==> config.mk <==
export PLATFORM = sky130hd
export DESIGN_NAME = i2c_register_bridge
export DESIGN_NICKNAME = d
export VERILOG_FILES = /design/src/rtl/i2c_register_bridge.sv
export SDC_FILE = /design/constraint.sdc
export NUM_CORES = 1
export LEC_CHECK = 0
export BUFFER_PORTS_ARGS = -buffer_cell sky130_fd_sc_hd__buf_2
export CAP_MARGIN = 20
export CORE_ASPECT_RATIO = 1.4
export CORE_UTILIZATION = 40
export DETAILED_ROUTE_END_ITERATION = 6
export HOLD_SLACK_MARGIN = 0.1
export MAX_ROUTING_LAYER = met4
export SLEW_MARGIN = 20
export SYNTH_ARGS = -nofsm -noshare
export SYNTH_HDL_FRONTEND = slang
export SYNTH_SLANG_ARGS = --single-unit
==> constraint.sdc <==
create_clock -name clk -period 1.75 [get_ports clk]
set_input_delay 0.0875 -clock clk [delete_from_list [all_inputs] [get_ports clk]]
set_output_delay 0.0875 -clock clk [all_outputs]
set_load 0.01 [all_outputs]
==> src/rtl/i2c_register_bridge.sv <==
// I2C slave front end for the FPGA register file: address match, auto-increment pointer, byte writes and reads.
// Define I2C_BRIDGE_GLITCH_FILTER_EN to add a FILTER_LEN-sample glitch filter on SCL/SDA.
module i2c_register_bridge #(
    parameter logic [6:0] DEVICE_ADDRESS = 7'h3C,
    parameter int         FILTER_LEN     = 4
) (
    input  logic       clk,
    input  logic       rst,
    input  logic       scl_in,
    input  logic       sda_in,
    output logic       sda_out_en,
    output logic [7:0] reg_addr,
    output logic [7:0] data_to_reg,
    output logic       write_en,
    input  logic [7:0] data_from_reg,
    output logic       busy
);

    if (FILTER_LEN < 2 || FILTER_LEN > 15) begin : g_len_check
        $error("FILTER_LEN must be in the range 2..15");
    end

    typedef enum logic [3:0] {
        IDLE,
        DEV_ADDR,
        ACK_DEV,
        WR_PTR,
        WR_DATA,
        ACK_W,
        RD_DATA,
        RD_ACK,
        WAIT_STOP
    } state_t;

    logic [1:0] scl_sync;
    logic [1:0] sda_sync;
    logic       scl_lvl;
    logic       sda_lvl;
    logic       scl_prev;
    logic       sda_prev;

    // Idle bus is high; resetting to 1 avoids phantom edges after reset.
    always_ff @(posedge clk) begin
        if (rst) begin
            scl_sync <= 2'b11;
            sda_sync <= 2'b11;
        end else begin
            scl_sync <= {scl_sync[0], scl_in};
            sda_sync <= {sda_sync[0], sda_in};
        end
    end

`ifdef I2C_BRIDGE_GLITCH_FILTER_EN
    logic [3:0] scl_cnt;
    logic [3:0] sda_cnt;

    always_ff @(posedge clk) begin
        if (rst) begin
            scl_lvl <= 1'b1;
            sda_lvl <= 1'b1;
            scl_cnt <= '0;
            sda_cnt <= '0;
        end else begin
            if (scl_sync[1] == scl_lvl) begin
                scl_cnt <= '0;
            end else if (scl_cnt == 4'(FILTER_LEN - 1)) begin
                scl_lvl <= scl_sync[1];
                scl_cnt <= '0;
            end else begin
                scl_cnt <= scl_cnt + 4'd1;
            end
            if (sda_sync[1] == sda_lvl) begin
                sda_cnt <= '0;
            end else if (sda_cnt == 4'(FILTER_LEN - 1)) begin
                sda_lvl <= sda_sync[1];
                sda_cnt <= '0;
            end else begin
                sda_cnt <= sda_cnt + 4'd1;
            end
        end
    end
`else
    assign scl_lvl = scl_sync[1];
    assign sda_lvl = sda_sync[1];
`endif

    always_ff @(posedge clk) begin
        if (rst) begin
            scl_prev <= 1'b1;
            sda_prev <= 1'b1;
        end else begin
            scl_prev <= scl_lvl;
            sda_prev <= sda_lvl;
        end
    end

    logic scl_rise;
    logic scl_fall;
    logic sda_rise;
    logic sda_fall;
    logic start_det;
    logic stop_det;

    assign scl_rise  = scl_lvl & ~scl_prev;
    assign scl_fall  = ~scl_lvl & scl_prev;
    assign sda_rise  = sda_lvl & ~sda_prev;
    assign sda_fall  = ~sda_lvl & sda_prev;
    assign start_det = sda_fall & scl_lvl & scl_prev;
    assign stop_det  = sda_rise & scl_lvl & scl_prev;

    state_t     state;
    state_t     state_nxt;
    logic [3:0] bit_cnt;
    logic [3:0] bit_cnt_nxt;
    logic       phase;
    logic       phase_nxt;
    logic [7:0] shreg;
    logic [7:0] shreg_nxt;
    logic       rw;
    logic       rw_nxt;
    logic       wr_pend;
    logic       wr_pend_nxt;
    logic       oe_nxt;
    logic [7:0] addr_nxt;
    logic [7:0] data_nxt;
    logic       we_nxt;
    logic       busy_nxt;
    logic [7:0] rx_byte;

    assign rx_byte = {shreg[6:0], sda_lvl};

    always_ff @(posedge clk) begin
        if (rst) begin
            state       <= IDLE;
            bit_cnt     <= '0;
            phase       <= 1'b0;
            shreg       <= '0;
            rw          <= 1'b0;
            wr_pend     <= 1'b0;
            sda_out_en  <= 1'b0;
            reg_addr    <= '0;
            data_to_reg <= '0;
            write_en    <= 1'b0;
            busy        <= 1'b0;
        end else begin
            state       <= state_nxt;
            bit_cnt     <= bit_cnt_nxt;
            phase       <= phase_nxt;
            shreg       <= shreg_nxt;
            rw          <= rw_nxt;
            wr_pend     <= wr_pend_nxt;
            sda_out_en  <= oe_nxt;
            reg_addr    <= addr_nxt;
            data_to_reg <= data_nxt;
            write_en    <= we_nxt;
            busy        <= busy_nxt;
        end
    end

    // phase splits each ACK slot: 0 = before the 8th fall, 1 = driving until the 9th fall.
    always_comb begin
        state_nxt   = state;
        bit_cnt_nxt = bit_cnt;
        phase_nxt   = phase;
        shreg_nxt   = shreg;
        rw_nxt      = rw;
        wr_pend_nxt = wr_pend;
        oe_nxt      = sda_out_en;
        addr_nxt    = write_en ? reg_addr + 8'd1 : reg_addr;
        data_nxt    = data_to_reg;
        we_nxt      = 1'b0;
        busy_nxt    = busy;

        if (start_det) begin
            state_nxt   = DEV_ADDR;
            bit_cnt_nxt = '0;
            phase_nxt   = 1'b0;
            wr_pend_nxt = 1'b0;
            oe_nxt      = 1'b0;
        end else if (stop_det) begin
            state_nxt   = IDLE;
            bit_cnt_nxt = '0;
            phase_nxt   = 1'b0;
            wr_pend_nxt = 1'b0;
            oe_nxt      = 1'b0;
            busy_nxt    = 1'b0;
        end else begin
            unique case (state)
                IDLE, WAIT_STOP: begin
                    oe_nxt = 1'b0;
                end
                DEV_ADDR: begin
                    if (scl_rise) begin
                        shreg_nxt   = rx_byte;
                        bit_cnt_nxt = bit_cnt + 4'd1;
                        if (bit_cnt == 4'd7) begin
                            bit_cnt_nxt = '0;
                            rw_nxt      = sda_lvl;
                            phase_nxt   = 1'b0;
                            if (rx_byte[7:1] == DEVICE_ADDRESS) begin
                                state_nxt = ACK_DEV;
                                busy_nxt  = 1'b1;
                            end else begin
                                state_nxt = WAIT_STOP;
                                busy_nxt  = 1'b0;
                            end
                        end
                    end
                end
                ACK_DEV: begin
                    if (scl_fall) begin
                        if (!phase) begin
                            oe_nxt    = 1'b1;
                            phase_nxt = 1'b1;
                        end else begin
                            phase_nxt = 1'b0;
                            if (rw) begin
                                state_nxt = RD_DATA;
                                shreg_nxt = {data_from_reg[6:0], 1'b0};
                                oe_nxt    = ~data_from_reg[7];
                            end else begin
                                state_nxt = WR_PTR;
                                oe_nxt    = 1'b0;
                            end
                        end
                    end
                end
                WR_PTR, WR_DATA: begin
                    if (scl_rise) begin
                        shreg_nxt   = rx_byte;
                        bit_cnt_nxt = bit_cnt + 4'd1;
                        if (bit_cnt == 4'd7) begin
                            bit_cnt_nxt = '0;
                            phase_nxt   = 1'b0;
                            state_nxt   = ACK_W;
                            if (state == WR_PTR) begin
                                addr_nxt    = rx_byte;
                                wr_pend_nxt = 1'b0;
                            end else begin
                                data_nxt    = rx_byte;
                                wr_pend_nxt = 1'b1;
                            end
                        end
                    end
                end
                ACK_W: begin
                    if (scl_fall) begin
                        if (!phase) begin
                            oe_nxt      = 1'b1;
                            phase_nxt   = 1'b1;
                            we_nxt      = wr_pend;
                            wr_pend_nxt = 1'b0;
                        end else begin
                            oe_nxt    = 1'b0;
                            phase_nxt = 1'b0;
                            state_nxt = WR_DATA;
                        end
                    end
                end
                RD_DATA: begin
                    if (scl_rise) begin
                        bit_cnt_nxt = bit_cnt + 4'd1;
                    end
                    if (scl_fall) begin
                        if (bit_cnt == 4'd8) begin
                            oe_nxt      = 1'b0;
                            bit_cnt_nxt = '0;
                            phase_nxt   = 1'b0;
                            state_nxt   = RD_ACK;
                        end else begin
                            oe_nxt    = ~shreg[7];
                            shreg_nxt = {shreg[6:0], 1'b0};
                        end
                    end
                end
                RD_ACK: begin
                    if (!phase) begin
                        if (scl_rise) begin
                            addr_nxt = reg_addr + 8'd1;
                            if (sda_lvl) begin
                                state_nxt = WAIT_STOP;
                                busy_nxt  = 1'b0;
                            end else begin
                                phase_nxt = 1'b1;
                            end
                        end
                    end else if (scl_fall) begin
                        // Pointer moved at the ACK rise, so read data has had time to settle.
                        phase_nxt = 1'b0;
                        state_nxt = RD_DATA;
                        shreg_nxt = {data_from_reg[6:0], 1'b0};
                        oe_nxt    = ~data_from_reg[7];
                    end
                end
                default: begin
                    state_nxt = IDLE;
                    oe_nxt    = 1'b0;
                end
            endcase
        end
    end

endmodule

==> flow_summary.json <==
{
  "status": "complete, but fails checks",
  "violations": "negative setup slack",
  "min_path_type": "in -> reg",
  "clk_pin_slew_ps": 100,
  "critPathArrivalTime_ps": 2140,
  "synthTopCellsByCount": "dfxtp_1 (44), nand2_1 (29), a21oi_1 (25), nor2_1 (25), mux2i_1 (19)",
  "fin_ws_ps": -129,
  "whs_ps": 175,
  "die_w_um": 73.0,
  "core-area_um2": 6700,
  "io_buffer_count": 30,
  "power.leakage_nw": 1.84,
  "critPathKind": "reg -> reg",
  "setup_viol": 26,
  "vdd_drop_max_uv": 461,
  "clock_sinks": 44,
  "vias": 3114,
  "dp_slack_ps": -190,
  "synthFlopType": "dfxtp_1",
  "ys_top_cells_by_area": "dfxtp_1 (31%), mux2i_1 (6.7%), a21oi_1 (4.4%)",
  "grt_max_degree": 17,
  "start_util_pct": 42.1,
  "dr.pass1.iters": 4,
  "clkLatencyLatePin_ps": 310,
  "grt_usage_pct": 27.3,
  "synth_nets": 360,
  "ys_seq_area_share_pct": 31.2,
  "routed_via_density": 5.59,
  "grt_pass1_wl_mm": 15.0,
  "syn_area_um2": 2820,
  "cp_slowest_cell": "or4_4",
  "die-area_um2": 7400,
  "crit_chain": "buf_6, or3b_4, a21o_1, or4_4, a21oi_2",
  "initialDrtViolationCount": 192,
  "cts_tree": "built",
  "final-hold-violation-count": 0,
  "required_ps": 2010,
  "ios": 31,
  "postLayoutCoreUtil_pct": 64.7,
  "maxCapViolCount": 0,
  "grt_pass1_vias": 3113,
  "grt_remaining_overflow": 0,
  "ant_nets": 0,
  "h-tree-depth": 2,
  "fmax_ghz": 0.532,
  "yosys_warnings": 0,
  "worstPathMaxFanout": 6,
  "clockBufferDepth": 2,
  "final.period_utilization_pct": 107,
  "num-nets-final": 479,
  "synth_top_area_share_pct": 31.2,
  "drive_gt1_share_pct": 46.7,
  "place_congestion": 0.923,
  "slew_viol_final": 0,
  "drt-total-wl_mm": 9.69,
  "crit_path_start_kind": "flop",
  "cts-buffers-inserted": 5,
  "period_needed_ps": 1880,
  "finClkSkew_ps": 11.2,
  "pwr_density_cell_nw_per_um2": 464,
  "num_antenna_cells": 0,
  "multi_input_area_um2": 2130,
  "ys_ff_latch": 44,
  "finalPower_mw": 2.01,
  "wl_per_cell_um": 17.4,
  "synth_edf_count": 0,
  "worst_pin_slew_ps": 540,
  "fillers": 539,
  "clockRootBuffer": "clkbuf_8",
  "avgSynthCellArea_um2": 8.19,
  "area_growth_pct": 53.5,
  "syn_inst": 345,
  "post-dp-hpwl_mm": 6.67,
  "yosysMostFrequentCell": "dfxtp_1",
  "setup_tns_ps": -1010,
  "drc_errors": 0,
  "synthDistinctLibCells": 68,
  "synth.largest_area_cell": "dfxtp_1",
  "slew_headroom_pct": 63.7,
  "end_kind": "flop",
  "row_count": 35,
  "async_reset_ff_share_pct": 0,
  "rsz0062_at_grt": "true",
  "regArea_um2": 906,
  "die_h_um": 101,
  "antenna_found_initial": 0,
  "worst_path_largest_cell_delay_ps": 520
}
==> cell type report <==
cell class / instances / share of cell area, %
clock buffer: 5 / 1.59
sequential: 44 / 20.9
timing repair buffer: 136 / 23.9
multi-input combinational: 267 / 49.1
tap: 92 / 2.66
inverter: 10 / 0.866
clock inverter: 3 / 0.981
==> repair_timing <==
action | in CTS | in global routing
pin swaps | 21 | 23
resized for setup | 51 | 57
cloned | 1 | 1
endpoints found under the setup margin | 27 | 35
hold buffers | 2 | 0
hold endpoints to repair | 2 | 0
buffers inserted | 11 | 17
==> logic make-up after synthesis <==
kind of cell             synth area share, %
adder cells (fa/ha/maj)                 1.33
AND/OR/NAND/NOR                         26.7
multiplexers                            7.13
XOR/XNOR                                4.92
flip-flops                              31.2
buffers and inverters                   5.54
AO/OA/AOI/OAI                           23.2
==> cells in the final DEF (no fill, tap or decap), drive strengths merged, types with 4 or more instances in the layout <==
master,n
nor2b,4
and3b,4
and3,5
o21ai,21
xor2,7
inv,10
nand3b,4
mux2i,19
a211oi,5
buf,134
or2,6
dfxtp,44
o2bb2ai,5
nor2,26
a21oi,25
nand2,29
clkbuf,5
nand4,6
nand2b,9
nor3,6
or3,7
a211o,4
nand3,9
xnor2,8
a21o,4
==> stage by stage <==
stage               instances  instance area [um2]
global route              557                 4340
CTS                       543                 3980
floorplan                 345                 2830
finish                    557                 4340
detailed placement        521                 3570
global placement          521                 3570
==> worst max-delay path: cells and delay by family (launching register included) <==
kind            cells  cell delay (ps)
simple gates        2              950
flops               1              380
compound gates      2              350
buf+inv             1              130
==> routing by layer <==
layer  vias to the layer above  track usage, %  part of all wire [%]
met2                        92            47.9                    53
met4                         0            12.5                   2.6
met5                         -               -                     0
met3                        18            3.28                   3.5
li1                       1500               -                     -
met1                      1504            30.3                    41
==> power by group <==
group | switching (mW) | internal [mW]
logic | 0.0979 | 0.0841
clock network | 0.400 | 0.423
registers | 0.00677 | 1.00
==> path summary, 6_finish.rpt <==
path,from,to,slack (ps),depth (start not counted)
min,rst,sda_prev$_SDFF_PP1_,180,3
min reg2reg,sda_sync[0]$_SDFF_PP1_,sda_sync[1]$_SDFF_PP1_,420,1
max reg2reg,state[1]$_SDFFE_PP0P_,shreg[0]$_SDFFE_PP0P_,-130,5
max,state[1]$_SDFFE_PP0P_,shreg[0]$_SDFFE_PP0P_,-130,5
(Power assumes the default switching activity.)
